`src/rtl/rsm_pkg.sv`:
```
`default_nettype none
// ============================================================================
// rsm_pkg : shared encodings for the simple RISC machine front end
// Rev 1.0
// ============================================================================
package rsm_pkg;

    localparam logic [2:0] OP_MOV  = 3'b110;
    localparam logic [2:0] OP_ALU  = 3'b101;
    localparam logic [1:0] OPX_IMM = 2'b10;
    localparam logic [1:0] OPX_REG = 2'b00;

    localparam logic [2:0] NSEL_RN = 3'b100;
    localparam logic [2:0] NSEL_RD = 3'b010;
    localparam logic [2:0] NSEL_RM = 3'b001;

    localparam int INSTR_W  = 16;
    localparam int OPC_LSB  = 13;
    localparam int OPX_LSB  = 11;
    localparam int RN_LSB   = 8;
    localparam int RD_LSB   = 5;
    localparam int SH_LSB   = 3;
    localparam int RM_LSB   = 0;
    localparam int IMM8_MSB = 7;

    typedef enum logic [1:0] {
        ST_IDLE  = 2'd0,
        ST_START = 2'd1,
        ST_BUSY  = 2'd2
    } issue_state_t;

    function automatic logic is_legal(input logic [INSTR_W-1:0] instr);
        logic [2:0] opc;
        logic [1:0] opx;
        opc = instr[OPC_LSB +: 3];
        opx = instr[OPX_LSB +: 2];
        return (opc == OP_ALU) ||
               ((opc == OP_MOV) && ((opx == OPX_IMM) || (opx == OPX_REG)));
    endfunction

endpackage
`default_nettype wire

```
`src/rtl/instr_issue_if.sv`:
```
`default_nettype none
// ============================================================================
// instr_issue_if : loader, controller handshake and decoded-field bundle
// Rev 1.0
// ============================================================================
interface instr_issue_if #(
    parameter int CW = 8
);
    logic          in_valid;
    logic          in_ready;
    logic [15:0]   in_instr;
    logic          w;
    logic [2:0]    nsel;
    logic          s;
    logic [2:0]    opcode;
    logic [1:0]    op;
    logic [1:0]    shift;
    logic [15:0]   sximm8;
    logic [2:0]    readnum;
    logic [2:0]    writenum;
    logic          busy;
    logic          err;
    logic [CW-1:0] retired;

    modport master (
        input  in_valid, in_instr, w, nsel,
        output in_ready, s, opcode, op, shift, sximm8,
               readnum, writenum, busy, err, retired
    );

    modport slave (
        output in_valid, in_instr, w, nsel,
        input  in_ready, s, opcode, op, shift, sximm8,
               readnum, writenum, busy, err, retired
    );
endinterface
`default_nettype wire

```
`src/rtl/instr_fifo.sv`:
```
`default_nettype none
// ============================================================================
// instr_fifo : power-of-two circular instruction queue with occupancy count
// Rev 1.0
// ============================================================================
module instr_fifo #(
    parameter int DEPTH = 4,
    parameter int WIDTH = 16
) (
    input  logic                     clk,
    input  logic                     reset,
    input  logic                     push,
    input  logic                     pop,
    input  logic [WIDTH-1:0]         din,
    output logic [WIDTH-1:0]         dout,
    output logic [$clog2(DEPTH):0]   count,
    output logic                     full,
    output logic                     empty
);
    localparam int            AW         = $clog2(DEPTH);
    localparam logic [AW:0]   FULL_COUNT = (AW+1)'(DEPTH);

    logic [WIDTH-1:0] r_mem [DEPTH];
    logic [AW-1:0]    r_wr_ptr;
    logic [AW-1:0]    r_rd_ptr;
    logic [AW:0]      r_count;

    always_ff @(posedge clk) begin
        if (push) begin
            r_mem[r_wr_ptr] <= din;
        end
    end

    // Pointers wrap naturally because DEPTH is a power of two.
    always_ff @(posedge clk) begin
        if (reset) begin
            r_wr_ptr <= '0;
            r_rd_ptr <= '0;
            r_count  <= '0;
        end else begin
            if (push) begin
                r_wr_ptr <= r_wr_ptr + 1'b1;
            end
            if (pop) begin
                r_rd_ptr <= r_rd_ptr + 1'b1;
            end
            if (push && !pop) begin
                r_count <= r_count + 1'b1;
            end else if (!push && pop) begin
                r_count <= r_count - 1'b1;
            end
        end
    end

    assign dout  = r_mem[r_rd_ptr];
    assign count = r_count;
    assign full  = (r_count == FULL_COUNT);
    assign empty = (r_count == '0);
endmodule
`default_nettype wire

```
`src/rtl/vDFF.sv`:
```
`default_nettype none
// ============================================================================
// vDFF : plain N-bit rising-edge register, no reset
// Rev 1.0
// ============================================================================
module vDFF #(
    parameter int N = 1
) (
    input  logic         clk,
    input  logic [N-1:0] D,
    output logic [N-1:0] Q
);
    always_ff @(posedge clk) begin
        Q <= D;
    end
endmodule
`default_nettype wire

```
`src/rtl/instr_issue.sv`:
```
`default_nettype none
// ============================================================================
// instr_issue : queues instructions, decodes IR and issues via the s/w handshake
// Rev 1.0
// ============================================================================
module instr_issue
    import rsm_pkg::*;
#(
    parameter int DEPTH = 4,
    parameter int CW    = 8
) (
    input  logic               clk,
    input  logic               reset,
    instr_issue_if.master      bus
);
    localparam int                 AW        = $clog2(DEPTH);
    localparam logic [AW:0]        CNT_FULL  = (AW+1)'(DEPTH);

    logic [15:0]   w_head;
    logic [AW:0]   w_count;
    logic          w_full;
    logic          w_empty;
    logic          w_push;
    logic          w_pop;
    logic          w_load;
    logic          w_retire;
    logic          w_err;
    logic          w_head_ok;
    logic [1:0]    w_state_bits;
    issue_state_t  w_state;
    issue_state_t  w_state_next;
    logic [15:0]   r_ir;
    logic [CW-1:0] r_retired;

    assign w_push      = bus.in_valid && !w_full;
    assign bus.in_ready = (w_count != CNT_FULL);

    instr_fifo #(
        .DEPTH (DEPTH),
        .WIDTH (16)
    ) u_fifo (
        .clk   (clk),
        .reset (reset),
        .push  (w_push),
        .pop   (w_pop),
        .din   (bus.in_instr),
        .dout  (w_head),
        .count (w_count),
        .full  (w_full),
        .empty (w_empty)
    );

    assign w_head_ok = is_legal(w_head);

    vDFF #(.N(2)) u_state (
        .clk (clk),
        .D   (w_state_next),
        .Q   (w_state_bits)
    );
    assign w_state = issue_state_t'(w_state_bits);

    always_comb begin
        w_state_next = w_state;
        w_pop        = 1'b0;
        w_load       = 1'b0;
        w_retire     = 1'b0;
        w_err        = 1'b0;
        if (reset) begin
            w_state_next = ST_IDLE;
        end else begin
            case (w_state)
                ST_IDLE: begin
                    if (!w_empty) begin
                        w_pop = 1'b1;
                        if (w_head_ok) begin
                            w_load       = 1'b1;
                            w_state_next = ST_START;
                        end else begin
                            w_err = 1'b1;
                        end
                    end
                end
                ST_START: begin
                    if (bus.w) begin
                        w_state_next = ST_BUSY;
                    end
                end
                ST_BUSY: begin
                    // Retire and chain straight into the next legal head: no IDLE bubble.
                    if (bus.w) begin
                        w_retire = 1'b1;
                        if (!w_empty && w_head_ok) begin
                            w_pop        = 1'b1;
                            w_load       = 1'b1;
                            w_state_next = ST_START;
                        end else begin
                            w_state_next = ST_IDLE;
                        end
                    end
                end
                default: w_state_next = ST_IDLE;
            endcase
        end
    end

    always_ff @(posedge clk) begin
        if (reset) begin
            r_ir      <= '0;
            r_retired <= '0;
        end else begin
            if (w_load) begin
                r_ir <= w_head;
            end
            if (w_retire) begin
                r_retired <= r_retired + 1'b1;
            end
        end
    end

    assign bus.s       = (w_state == ST_START) && bus.w;
    assign bus.busy    = (w_state != ST_IDLE);
    assign bus.err     = w_err;
    assign bus.retired = r_retired;

    assign bus.opcode  = r_ir[OPC_LSB +: 3];
    assign bus.op      = r_ir[OPX_LSB +: 2];
    assign bus.shift   = r_ir[SH_LSB +: 2];
    assign bus.sximm8  = {{8{r_ir[IMM8_MSB]}}, r_ir[IMM8_MSB:0]};

    always_comb begin
        bus.readnum = 3'd0;
        case (bus.nsel)
            NSEL_RN: bus.readnum = r_ir[RN_LSB +: 3];
            NSEL_RD: bus.readnum = r_ir[RD_LSB +: 3];
            NSEL_RM: bus.readnum = r_ir[RM_LSB +: 3];
            default: bus.readnum = 3'd0;
        endcase
    end
    assign bus.writenum = bus.readnum;
endmodule
`default_nettype wire

```
`src/flat_wrapper.sv`:
```
// flat-port wrapper written by rule: the top's interface ports become plain ports
module instr_issue_flat import rsm_pkg::*;
#(
    parameter int DEPTH = 4,
    parameter int CW    = 8
)
  (clk, reset, bus_in_valid, bus_in_instr, bus_w, bus_nsel, bus_in_ready, bus_s, bus_opcode, bus_op, bus_shift, bus_sximm8, bus_readnum, bus_writenum, bus_busy, bus_err, bus_retired);
  instr_issue_if #(.CW(CW)) bus_i ();
  input  logic clk;
  input  logic reset;
  input wire logic [$bits(bus_i.in_valid)-1:0] bus_in_valid;
  input wire logic [$bits(bus_i.in_instr)-1:0] bus_in_instr;
  input wire logic [$bits(bus_i.w)-1:0] bus_w;
  input wire logic [$bits(bus_i.nsel)-1:0] bus_nsel;
  output wire logic [$bits(bus_i.in_ready)-1:0] bus_in_ready;
  output wire logic [$bits(bus_i.s)-1:0] bus_s;
  output wire logic [$bits(bus_i.opcode)-1:0] bus_opcode;
  output wire logic [$bits(bus_i.op)-1:0] bus_op;
  output wire logic [$bits(bus_i.shift)-1:0] bus_shift;
  output wire logic [$bits(bus_i.sximm8)-1:0] bus_sximm8;
  output wire logic [$bits(bus_i.readnum)-1:0] bus_readnum;
  output wire logic [$bits(bus_i.writenum)-1:0] bus_writenum;
  output wire logic [$bits(bus_i.busy)-1:0] bus_busy;
  output wire logic [$bits(bus_i.err)-1:0] bus_err;
  output wire logic [$bits(bus_i.retired)-1:0] bus_retired;
  assign bus_i.in_valid = bus_in_valid;
  assign bus_i.in_instr = bus_in_instr;
  assign bus_i.w = bus_w;
  assign bus_i.nsel = bus_nsel;
  assign bus_in_ready = bus_i.in_ready;
  assign bus_s = bus_i.s;
  assign bus_opcode = bus_i.opcode;
  assign bus_op = bus_i.op;
  assign bus_shift = bus_i.shift;
  assign bus_sximm8 = bus_i.sximm8;
  assign bus_readnum = bus_i.readnum;
  assign bus_writenum = bus_i.writenum;
  assign bus_busy = bus_i.busy;
  assign bus_err = bus_i.err;
  assign bus_retired = bus_i.retired;
  instr_issue #(.DEPTH(DEPTH), .CW(CW)) u_core (.clk(clk), .reset(reset), .bus(bus_i));
endmodule
```
`config.mk`:
```
export PLATFORM = sky130hd
export DESIGN_NAME = instr_issue_flat
export DESIGN_NICKNAME = d
export VERILOG_FILES = /design/src/rtl/rsm_pkg.sv /design/src/rtl/instr_issue_if.sv /design/src/rtl/instr_fifo.sv /design/src/rtl/vDFF.sv /design/src/rtl/instr_issue.sv /design/src/flat_wrapper.sv
export SDC_FILE = /design/constraint.sdc
export NUM_CORES = 1
export LEC_CHECK = 0
export ABC_AREA = 1
export CAP_MARGIN = 20
export CORE_MARGIN = 3
export CORE_UTILIZATION = 54
export DETAILED_ROUTE_END_ITERATION = 8
export GPL_TIMING_DRIVEN = 0
export MAX_ROUTING_LAYER = met4
export PLACE_DENSITY = 0.79
export SYNTH_ARGS = -nofsm -noshare
export SYNTH_HDL_FRONTEND = slang
export SYNTH_HIERARCHICAL = 1
export SYNTH_SLANG_ARGS = --single-unit
```
`constraint.sdc`:
```
create_clock -name clk -period 2.9 [get_ports clk]
set_input_delay 0.435 -clock clk [delete_from_list [all_inputs] [get_ports clk]]
set_output_delay 0.435 -clock clk [all_outputs]
set_load 0.1 [all_outputs]
```
After elaboration in Yosys (flattened, before gate mapping)
Memory sizes are Yosys's and may differ from the RTL's. A register that Yosys moved wholly into a read port is not among the register bits.
Index checks and enable logic that the tools add are counted.

word-level totals
  bits in registers = 33
  memory bits (writable) = 64
  input port bits = 23
  output and inout bits = 41
  word-level logic and storage cells = 73
  memories = 1

cells by class
  add/sub/neg operators = 5
  equal/unequal tests = 14
  mux-type cells = 29
  reductions and logical operators = 18

memories
  name                 depth  bits a word  read ports  clocked after Yosys merged registers in  wr ports  line              RTL
  u_core.u_fifo.r_mem  4      16           1           1                                        1         instr_fifo.sv:23  logic [WIDTH-1:0] r_mem [DEPTH];

operator list
  kind                   number
  $mux W1                17
  $eq A3 B3 Y1 const B   4
  $mux W2                6
  $pmux W3 S3            1
  $add A8 B1 Y8 const B  1
  $logic_and A1 B1 Y1    6
  $mux W3                2
  $ne A2 B2 Y1 const B   3
  $pmux W2 S3            1
  $add A2 B1 Y2 const B  2
  $eq A2 B2 Y1 const B   2
  $logic_not A1 Y1       4
  $logic_not A2 Y1       2
  $pmux W1 S2            2
  $reduce_and A4 Y1      1
  $reduce_bool A2 Y1     2
  $add A3 B1 Y3 const B  1
  $eq A3 B1 Y1 const B   1
  $eq A3 B2 Y1 const B   1
  $logic_not A3 Y1       1
  $ne A3 B3 Y1 const B   1
  $sub A3 B1 Y3 const B  1
  $eq A2 B1 Y1 const B   1
  $logic_or A1 B1 Y1     2
  $ne A2 B1 Y1 const B   1

Depth between registers and ports, before layout
Gate-level depths: netlist (run 1).

  depth in word-level cells = 12
  gate-level depth with buffers = 20
  mapped depth without buffers = 19

Modules after synthesis
Netlist (run 1), hierarchy kept.

by module, submodules not included
  module       instances  cells each  area an instance (um^2)  sequential area each (um^2)
  instr_fifo   1          212         2805.2                   2102.0
  instr_issue  1          204         1506.4                   480.5
  vDFF         1          2           40.0                     40.0

Worst setup path after synthesis (run 1)
No wires, ideal clock.

  path kind = register to output
  from = register (tool-made name)
  to = output bus_err
  data arrival time = 3.350 ns
  required time = 2.465 ns
  slack = -0.885 ns
  stages on the path, launching flop included = 8
  path buffers = 1
  path through = dfxtp_1 inv_2 buf_2 o21ai_1 o22ai_1 a21boi_2 nand2_1 nor3b_1

RTL lines
  what           line                RTL
  end, declared  flat_wrapper.sv:24  output wire logic [$bits(bus_i.err)-1:0] bus_err;

Worst setup path in the final report (run 1)
  from = input bus_nsel[2]
  to = output bus_writenum[1]

on the way
  word-level cells in the longest chain between the ends = 2
  elaborated cells between the ends (all ways) = 4
  classes of those cells = eq/ne (3); mux (1)

RTL lines
  what                                  line                RTL
  start, declared                       flat_wrapper.sv:14  input wire logic [$bits(bus_i.nsel)-1:0] bus_nsel;
  $eq A3 B1 Y1 (tied with other cells)  instr_issue.sv:132  case (bus.nsel)
  $pmux W3 S3 (*)                       instr_issue.sv:132
  end, declared                         flat_wrapper.sv:22  output wire logic [$bits(bus_i.writenum)-1:0] bus_writenum;

Every way passes the cells marked *; elsewhere a longest branch is shown, timed or not.

==> qor.txt, run 1 <==
Hold WC Path Type = register to register
Clk root buf = clkbuf_8
Most frequent cells in the layout = 64 x edfxtp_1, 56 x clkdlybuf4s50_1, 56 x nand2_1
Max H-tree Level = 3
Wirelength, routed = 8.98 mm
Final Total Pwr = 5.39 mW
Max cap viols = 0
Mapped Nets = 448
Commonest non-fill, non-tap cell in the layout = edfxtp_1
Post-CTS Hold Fix Bufs = 0
Count of different cell masters after synthesis = 31
Startpoint types = input port
Largest net degree at the start of global routing = 18
DP Worst Slack = -0.416 ns
Rel. slew slack = 0.341
Worst slew pin tran = 0.985 ns
Min Hold Slack = 0.432 ns
Req. time, crit path = 2.47 ns
Pwr Density = 997 nW/um^2
Site row count = 32
CTS Buf Count = 9
Antenna viol nets, final = 0
RSZ-0062 raised after global routing = yes
Detailed-route via count = 3268
Share of cells above drive strength 1 = 0.184
Number of setup violations in the final report = 0
Final Hold Fails = 0
Filler cells = 552
Placed Area = 5110 um^2
WS Path Type = input port to output port
GR Overflow Total = 0
Post-synth EDFFs = 64
Top FF cell, synth = edfxtp_1
Status = completed
Peak Freq = 357 MHz
Max VDD drop = 0.000473 V
Area growth from synthesis to layout = 24.3%
Die H = 95.8 um
Post-synthesis cell count = 418
Worst Slack Setup Final = 0.0972 ns
Initial antenna violation count = 0
Setup TNS = 0 ns
First-pass GRT wire length = 14.0 mm
Period minus WS final = 2.80 ns
DR DRC count = 0
Clock Skew = 0.00751 ns
Design area = 5410 um^2
Layout Nets = 524
Die width = 95.8 um
Router iterations before antenna repair = 4
Inst Count DP = 583
Hpwl dp = 6.00 mm
Post-Syn Area = 4350 um^2
Sequential cell area fraction in the yosys report = 0.603
Initial Utilization = 0.560
Clk sinks = 99
Final Util = 0.696
Die area = 9170 um^2
Worst-Skew Late Latency = 0.36 ns
Syn_area_per_cell = 10.4 um^2
Final Max Slew Viols = 0
Synth async-reset ratio = 0
Period utilization = 0.966
Final Non-Filler Cells = 601
DR iter-0 viols = 190
Core outline area = 7770 um^2
CTS tree = done
Syn. warnings = 6
Flop and latch count out of synthesis = 99
RD Place Congestion = 0.808
CTS max path bufs = 2
Crit path max fanout = 3
Wire length per cell = 14.9 um
Gr usage total = 0.207
CTS clk-pin slew, worst paths = 0.10 ns
Vias in the first global route = 3017
P_leak = 2.13 nW
# IOs = 64
# diodes = 0
IO buf count = 63
WP data arrival = 2.37 ns
Via density per instance = 5.44
Critical Path End Type = output port
## cell usage after synthesis, types with 2 or more instances
cell	number	area, um^2
nor3b_1	2	15.0
nor2_1	48	180
a21oi_4	2	32.5
nor2_4	2	22.5
o22ai_1	16	100
nand2_2	2	12.5
o21ai_0	11	55.1
a21oi_1	9	45.0
ha_1	6	75.1
nor3_1	3	15.0
dfxtp_1	35	701
inv_2	6	22.5
edfxtp_1	64	1920
inv_1	30	113
clkbuf_1	2	7.51
nand3_2	10	100
nand3_1	17	85.1
nand2_1	57	214
nand4_1	17	106
buf_4	30	225
o21ai_1	32	160
buf_6	2	22.5
buf_2	6	30.0
nor2_2	2	12.5
## timing repair
action                                 in CTS  in global routing
setup endpoints to repair                   9                  5
pin swaps                                   1                  4
resized for setup                          18                 12
endpoints found under the hold margin       0                  0
buffers inserted                            1                  1
## kinds of logic after synthesis
group           synth area share
compound gates            0.0949
xor+xnor                 0.00201
fa+ha+maj                 0.0219
buf+inv                   0.0983
flops                      0.603
simple gates               0.180
## sequential cells by signal, indices dropped and copies added, names as in the netlist, named ones only
signal	flops
u_core/bus.retired	8
u_core/r_ir	16
u_core/u_fifo/count	3
u_core/u_fifo/r_mem	64
u_core/u_fifo/r_rd_ptr	2
u_core/u_fifo/r_wr_ptr	2
u_core/u_state/Q	2
## report_power, final
group	total, mW	switching [mW]	internal [mW]
registers	1.87	0.144	1.72
logic	2.51	1.78	0.727
clock network	1.02	0.473	0.544
total	5.39	2.40	2.99
## per-layer routing
layer | wire length, um | track usage
met5 | 0 | -
met1 | 3710 | 0.257
met3 | 801 | 0.0555
met2 | 4210 | 0.318
met4 | 248 | 0.0983
## path summary, 6_finish.rpt
path / from / to / slack, ns / cells after the start
max reg2reg: register / u_core/u_fifo/count[1]$_SDFFE_PP0P_ / 0.11 / 15
min reg2reg: u_core/u_fifo/r_rd_ptr[1]$_SDFFE_PP0P_ / register / 0.43 / 1
min: u_core/u_fifo/r_rd_ptr[1]$_SDFFE_PP0P_ / register / 0.43 / 1
max: bus_nsel[2] / bus_writenum[1] / 0.1 / 6
## final cells by class
type	count	area, um^2	share of cell area
repair buffers	65	636	0.118
multi-input cells	241	1330	0.246
inverters	37	141	0.0261
plain buffers	41	308	0.0569
flip-flops and latches	99	2630	0.486
clock buffers	11	153	0.0282
well taps	102	128	0.0236
clock inverters	5	82.6	0.0153
## critical path: stages
cell and delay [ns]:
clkdlybuf4s50_1 0.49, nor3b_1 0.32, nand2_1 0.09, nand3_1 0.09, buf_4 0.10, dlygate4sd2_1 0.84
No activity file was read; power rests on OpenSTA's default activity.
==> run 2, diff against run 1 <==
==> constraint.sdc (replaced) <==
create_clock -name clk -period 2.9 [get_ports clk]
set_input_delay 0.29 -clock clk [delete_from_list [all_inputs] [get_ports clk]]
set_output_delay 0.29 -clock clk [all_outputs]
set_load 0.1 [all_outputs]
==> run 2 against run 1 <==
Flip-flop and latch count did not move. Register-to-register slack improved by 0.03 ns. Highest routed layer unchanged. Cell area rose by 0.37%. Wire length rose by 0.71%.
==> qor.txt, run 2 (synthesized netlist as in run 1, its figures left out) <==
RD Place Congestion = 0.808 (unchanged)
CTS Buf Count = 9 (unchanged)
Core outline area = 7770 um^2 (unchanged)
Largest net degree at the start of global routing = 18 (unchanged)
Max VDD drop = 0.000475 V (+0.38%)
# IOs = 64 (unchanged)
Final Hold Fails = 0 (unchanged)
Most frequent cells in the layout = 64 x edfxtp_1, 60 x clkdlybuf4s50_1, 56 x nand2_1
Setup TNS = 0 ns (unchanged)
Antenna viol nets, final = 0 (unchanged)
Area growth from synthesis to layout = 24.7%
CTS max path bufs = 2 (unchanged)
FF-to-FF setup slack = 0.14 ns (+0.03 ns)
Final Non-Filler Cells = 601 (unchanged)
CTS clk-pin slew, worst paths = 0.09 ns (about the same)
Site row count = 32 (unchanged)
Peak Freq = 357 MHz (+0.19%)
Sequential cell area = 2630 um^2 (unchanged)
Die H = 95.8 um (unchanged)
Reg with most FFs = u_core/u_fifo/r_mem
Die width = 95.8 um (unchanged)
Layout Nets = 524 (unchanged)
R2R Path End = u_core/u_fifo/count[1]$_SDFFE_PP0P_
Number of flip-flops in the largest register = 64 (unchanged)
Commonest non-fill, non-tap cell in the layout = edfxtp_1
Crit path max fanout = 3 (unchanged)
# diodes = 0 (unchanged)
Rel. slew slack = 0.341 (about the same)
CP endpoint = bus_writenum[1]
Hold Path Cell Cnt = 1 (unchanged)
Critical Path End Type = output port
WP data arrival = 2.51 ns (+0.14 ns)
GR Overflow Total = 0 (unchanged)
DR iter-0 viols = 196 (+3.2%)
IO buf count = 63 (unchanged)
Reg2reg path depth = 15 (unchanged)
Inst Count DP = 583 (unchanged)
Startpoint types = input port
Worst path cell trace = clkdlybuf4s50_1 -> nor3b_1 -> nand2_1 -> nand3_1 -> buf_4 -> clkdlybuf4s50_1
Initial Utilization = 0.560 (unchanged)
First-pass GRT wire length = 14.0 mm (-0.19%)
Hold WC Path Type = register to register
Pwr Density = 997 nW/um^2 (about the same)
Most frequent CP cell = clkdlybuf4s50_1
WS Path Type = input port to output port
Worst Setup SP = bus_nsel[2]
Final Util = 0.699 (+0.00258)
Router iterations before antenna repair = 5 (+1)
Die area = 9170 um^2 (unchanged)
Final Max Slew Viols = 0 (unchanged)
Number of setup violations in the final report = 0 (unchanged)
Post-CTS Hold Fix Bufs = 0 (unchanged)
Initial antenna violation count = 0 (unchanged)
Crit-path slowest cell = clkdlybuf4s50_1
P_leak = 2.14 nW (+0.72%)
Via density per instance = 5.36 (-1.4%)
Share of cells above drive strength 1 = 0.184 (unchanged)
Multi-input gate area = 1330 um^2 (unchanged)
Vias in the first global route = 3003 (-0.46%)
Clock Skew = 0.00801 ns (+0.000500 ns)
Clk root buf = clkbuf_8
Gr usage total = 0.207 (-0.000520)
Hpwl dp = 6.00 mm (unchanged)
Filler cells = 550 (-0.36%)
Max cap viols = 0 (unchanged)
Detailed-route via count = 3222 (-1.4%)
Max H-tree Level = 3 (unchanged)
Status = completed
Worst-Skew Late Latency = 0.36 ns (about the same)
Clk sinks = 99 (unchanged)
Period minus WS final = 2.80 ns (-0.00545 ns)
Max incr delay on CP = 1.11 ns (+0.27 ns)
Period utilization = 0.965 (-0.00188)
CTS tree = done
DR DRC count = 0 (unchanged)
Wirelength, routed = 9.04 mm (+0.71%)
Worst slew pin tran = 0.986 ns (+0.0000965 ns)
Final Total Pwr = 5.41 mW (+0.36%)
Req. time, crit path = 2.61 ns (+0.14 ns)
Wire length per cell = 15.0 um (+0.71%)
run 2: changes by cell type in the layout (fill, tap and decap cells not counted):
cell             before  now
buf_4                32   31
clkdlybuf4s15_1       2    0
o21ai_1              32   33
buf_6                 5    6
clkdlybuf4s50_1      56   60
clkdlybuf4s15_2       0    1
buf_2                 4    3
o21ai_0              11   10
dlygate4sd2_1         4    0
dlymetal6s2s_1        0    2
run 2: repair_timing:
action,CTS,global route
setup buffers,0,2
pin swaps,1,4
gates resized for setup,12,12
setup endpoints to repair,3,5
run 2: routing by layer:
metal  share of wire  up-vias  track usage
met5               0        -            -
met4           0.019        0       0.0936
met3           0.095       16       0.0602
met2            0.48      135        0.318
met1            0.41     1502        0.254
li1                -     1569            -
run 2: layout make-up:
class / count / area share
Clock buffer: 11 / 0.0281
Multi-Input combinational cell: 241 / 0.246
Timing Repair Buffer: 65 / 0.120
Clock inverter: 5 / 0.0152
Tap cell: 102 / 0.0235
Buffer: 41 / 0.0574
Sequential cell: 99 / 0.484
Inverter: 37 / 0.0260
run 2: how the worst min path moves through the flow:
stage / from / end / slack, ns
finish: u_core/u_fifo/r_rd_ptr[1]$_SDFFE_PP0P_ / register / 0.43
global route: u_core/u_fifo/r_rd_ptr[1]$_SDFFE_PP0P_ / register / 0.47
CTS: u_core/u_fifo/r_rd_ptr[1]$_SDFFE_PP0P_ / register / 0.43
detailed placement: u_core/u_fifo/r_rd_ptr[1]$_SDFFE_PP0P_ / u_core/u_fifo/r_rd_ptr[1]$_SDFFE_PP0P_ / 0.43
global placement: u_core/u_fifo/r_rd_ptr[1]$_SDFFE_PP0P_ / u_core/u_fifo/r_rd_ptr[1]$_SDFFE_PP0P_ / 0.43
floorplan: reset / u_core/u_fifo/count[0]$_SDFFE_PP0P_ / 0.36
run 2: critical path: cells and delay by family:
kind / cells / cell delay [ns]
simple gates: 3 / 0.51
buf+inv: 3 / 1.71
run 2: stage by stage:
stage / setup WS [ns] / cell area, um^2 / hold slack, ns
global route: -0.0176 / 5430 / 0.466
global placement: -0.238 / 5110 / 0.428
floorplan: 0.264 / 4360 / 0.362
finish: 0.103 / 5430 / 0.431
detailed placement: -0.287 / 5110 / 0.431
CTS: 0.0115 / 5380 / 0.435
run 2: power by group:
part	internal, mW	switching, mW	total, mW
Clock	0.544	0.473	1.02
Sequential	1.72	0.145	1.87
Combinational	0.742	1.79	2.53
==> run 3, diff against run 2 <==
REMOVE_ABC_BUFFERS = 1   (was unset)
SLEW_MARGIN = 20   (was unset)
clock period = 3.07 ns   (was 2.9 ns; I/O delays follow)
==> run 3 against run 2 <==
Sequential power fell by 4%. Wire length fell by 9.9%. Core utilization fell by 4.5 points. Critical path depth rose by 9.
==> qor.txt, run 3 (synthesized netlist as in run 1, its figures left out) <==
Min-delay src = u_core/u_fifo/r_rd_ptr[1]$_SDFFE_PP0P_
Startpoint types = register
Pwr Density = 907 nW/um^2 (-9.1%)
Top delay family on crit path = compound AO/OA/AOI/OAI gates
Share of cells above drive strength 1 = 0.109 (-0.0754)
Min Hold Slack = 0.437 ns (+0.00562 ns)
Final Hold Fails = 0 (unchanged)
Commonest non-fill, non-tap cell in the layout = edfxtp_1
Number of setup violations in the final report = 0 (unchanged)
Router iterations before antenna repair = 5 (unchanged)
Critical Path End Type = register
Die area = 9170 um^2 (unchanged)
RD Place Congestion = 0.785 (-2.9%)
Worst Slack Setup Final = 0.242 ns (+0.139 ns)
Area growth from synthesis to layout = 16.7%
Worst-Skew Late Latency = 0.36 ns (about the same)
# diodes = 0 (unchanged)
GR Overflow Total = 0 (unchanged)
Worst path cell trace = inv_8 -> nor2_1 -> o22ai_2 -> inv_1 -> o21ai_2 -> nand2_1 -> nor2_4 -> nand2_1 -> a21oi_2 -> inv_1 -> ha_1 -> inv_2 -> fa_1 -> o21ai_0 -> nor2_1
P_leak = 1.88 nW (-12%)
Core outline area = 7770 um^2 (unchanged)
Peak Freq = 354 MHz
Post-CTS Hold Fix Bufs = 0 (unchanged)
Initial antenna violation count = 0 (unchanged)
Max cap viols = 0 (unchanged)
Most frequent cells in the layout = 64 x edfxtp_1, 62 x clkdlybuf4s50_1, 57 x nand2_1
DR DRC count = 0 (unchanged)
Crit path max fanout = 32 (+29)
Die H = 95.8 um (unchanged)
Wirelength, routed = 8.15 mm (-9.9%)
Worst slew pin tran = 0.978 ns (-0.00774 ns)
# IOs = 64 (unchanged)
Detailed-route via count = 2985 (-7.4%)
Clock Skew = 0.0147 ns (+0.00674 ns)
CTS clk-pin slew, worst paths = 0.09 ns (about the same)
CTS Buf Count = 9 (unchanged)
Max H-tree Level = 3 (unchanged)
First-pass GRT wire length = 12.5 mm (-11%)
Hpwl dp = 5.22 mm (-13%)
Layout Nets = 484 (-7.6%)
Reg with most FFs = u_core/u_fifo/r_mem
DP Worst Slack = -1.09 ns (-0.802 ns)
Via density per instance = 5.32 (-0.75%)
Initial Utilization = 0.560 (unchanged)
WP data arrival = 3.09 ns (+0.58 ns)
Die width = 95.8 um (unchanged)
Largest net degree at the start of global routing = 37 (+19)
Worst Path Buf+Inv = 4 (+1)
Period minus WS final = 2.83 ns
Req. time, crit path = 3.33 ns (+0.72 ns)
Final Total Pwr = 4.60 mW (-15%)
Max incr delay on CP = 0.44 ns (-0.67 ns)
FF-to-FF setup slack = 0.24 ns (+0.10 ns)
Gr usage total = 0.185 (-0.0224)
Filler cells = 604 (+9.8%)
DR iter-0 viols = 184 (-6.1%)
Clk root buf = clkbuf_8
Hold Path Cell Cnt = 1 (unchanged)
Status = completed
Hold WC Path Type = register to register
R2R Path End = u_core/u_fifo/count[1]$_SDFFE_PP0P_
Site row count = 32 (unchanged)
RSZ-0062 raised after global routing = no
Final Max Slew Viols = 0 (unchanged)
Reg2reg path depth = 15 (unchanged)
Number of flip-flops in the largest register = 64 (unchanged)
Clk sinks = 99 (unchanged)
Wire length per cell = 14.5 um (-3.4%)
CTS tree = done
Period utilization = 0.921
Crit-path slowest cell = dfxtp_4
CTS max path bufs = 2 (unchanged)
Antenna viol nets, final = 0 (unchanged)
Max VDD drop = 0.000260 V (-45%)
Rel. slew slack = 0.346 (+0.00517)
IO buf count = 63 (unchanged)
Vias in the first global route = 2767 (-7.9%)
WS Path Type = register to register
-- run 3: cell count changes in the layout (fill, tap and decap cells not counted), sizes merged --
cell           change
clkbuf             -4
clkinv             +2
buf               -38
dlymetal6s2s       -2
clkdlybuf4s50      +2
clkinvlp           +2
bufinv             -2
-- run 3: worst register-to-register path: stages (launching register included) --
cell and delay (ns):
dfxtp_4 0.44, inv_8 0.19, nor2_1 0.09, o22ai_2 0.30, inv_1 0.12, o21ai_2 0.11, nand2_1 0.13, nor2_4 0.13
nand2_1 0.08, a21oi_2 0.18, inv_1 0.07, ha_1 0.20, inv_2 0.07, fa_1 0.40, o21ai_0 0.17, nor2_1 0.05
-- run 3: stage by stage --
step                      cell area [um^2]  TNS [ns]  utilization  instances
after floorplan                       4060    -45.44            -        377
final                                 5080         0        0.654        561
after detailed placement              4820     -5.52        0.621        542
after CTS                             5020         0        0.647        559
after global routing                  5080         0        0.654        561
after global placement                4820     -4.64        0.621        542
-- run 3: per-layer routing --
metal,share of wire,vias up,wire [um],global-route usage
met3,0.059,9,478,0.0399
met4,0.010,0,85,0.0841
met5,0,-,0,-
met1,0.43,1399,3540,0.218
met2,0.50,92,4050,0.304
li1,-,1485,-,-
-- run 3: layout make-up --
| class | instances | area [um^2] | share of cell area |
|---|---|---|---|
| well taps | 102 | 128 | 0.0251 |
| clock buffers | 9 | 124 | 0.0244 |
| repair buffers | 66 | 678 | 0.134 |
| flip-flops and latches | 99 | 2630 | 0.518 |
| clock inverters | 7 | 51.3 | 0.0101 |
| inverters | 37 | 149 | 0.0293 |
| multi-input cells | 241 | 1320 | 0.259 |
-- run 3: how the worst max path moves through the flow --
stage | startpoint | slack, ns | to | cells past startpoint
6_report | register | 0.24 | u_core/u_fifo/count[1]$_SDFFE_PP0P_ | 15
5_1_grt | register | 0.02 | u_core/u_fifo/count[1]$_SDFFE_PP0P_ | 15
4_1_cts | register | 0.08 | u_core/u_fifo/count[1]$_SDFFE_PP0P_ | 15
3_3_place_gp | register | -0.96 | u_core/u_fifo/count[1]$_SDFFE_PP0P_ | 14
3_5_place_dp | register | -1.09 | u_core/u_fifo/count[1]$_SDFFE_PP0P_ | 14
2_1_floorplan | u_core/r_ir[7]$_SDFFE_PP0P_ | -5.25 | bus_readnum[2] | 2
-- run 3: what timing repair did --
| action | in CTS | in global routing |
|---|---|---|
| gates resized for setup | 11 | 4 |
| endpoints found under the setup margin | 8 | 2 |
| setup buffers | 1 | 1 |
| pin swaps | 1 | 0 |
-- run 3: power by group --
part           internal (mW)  switching [mW]
combinational          0.507            1.57
clock                  0.298           0.436
sequential              1.63           0.160
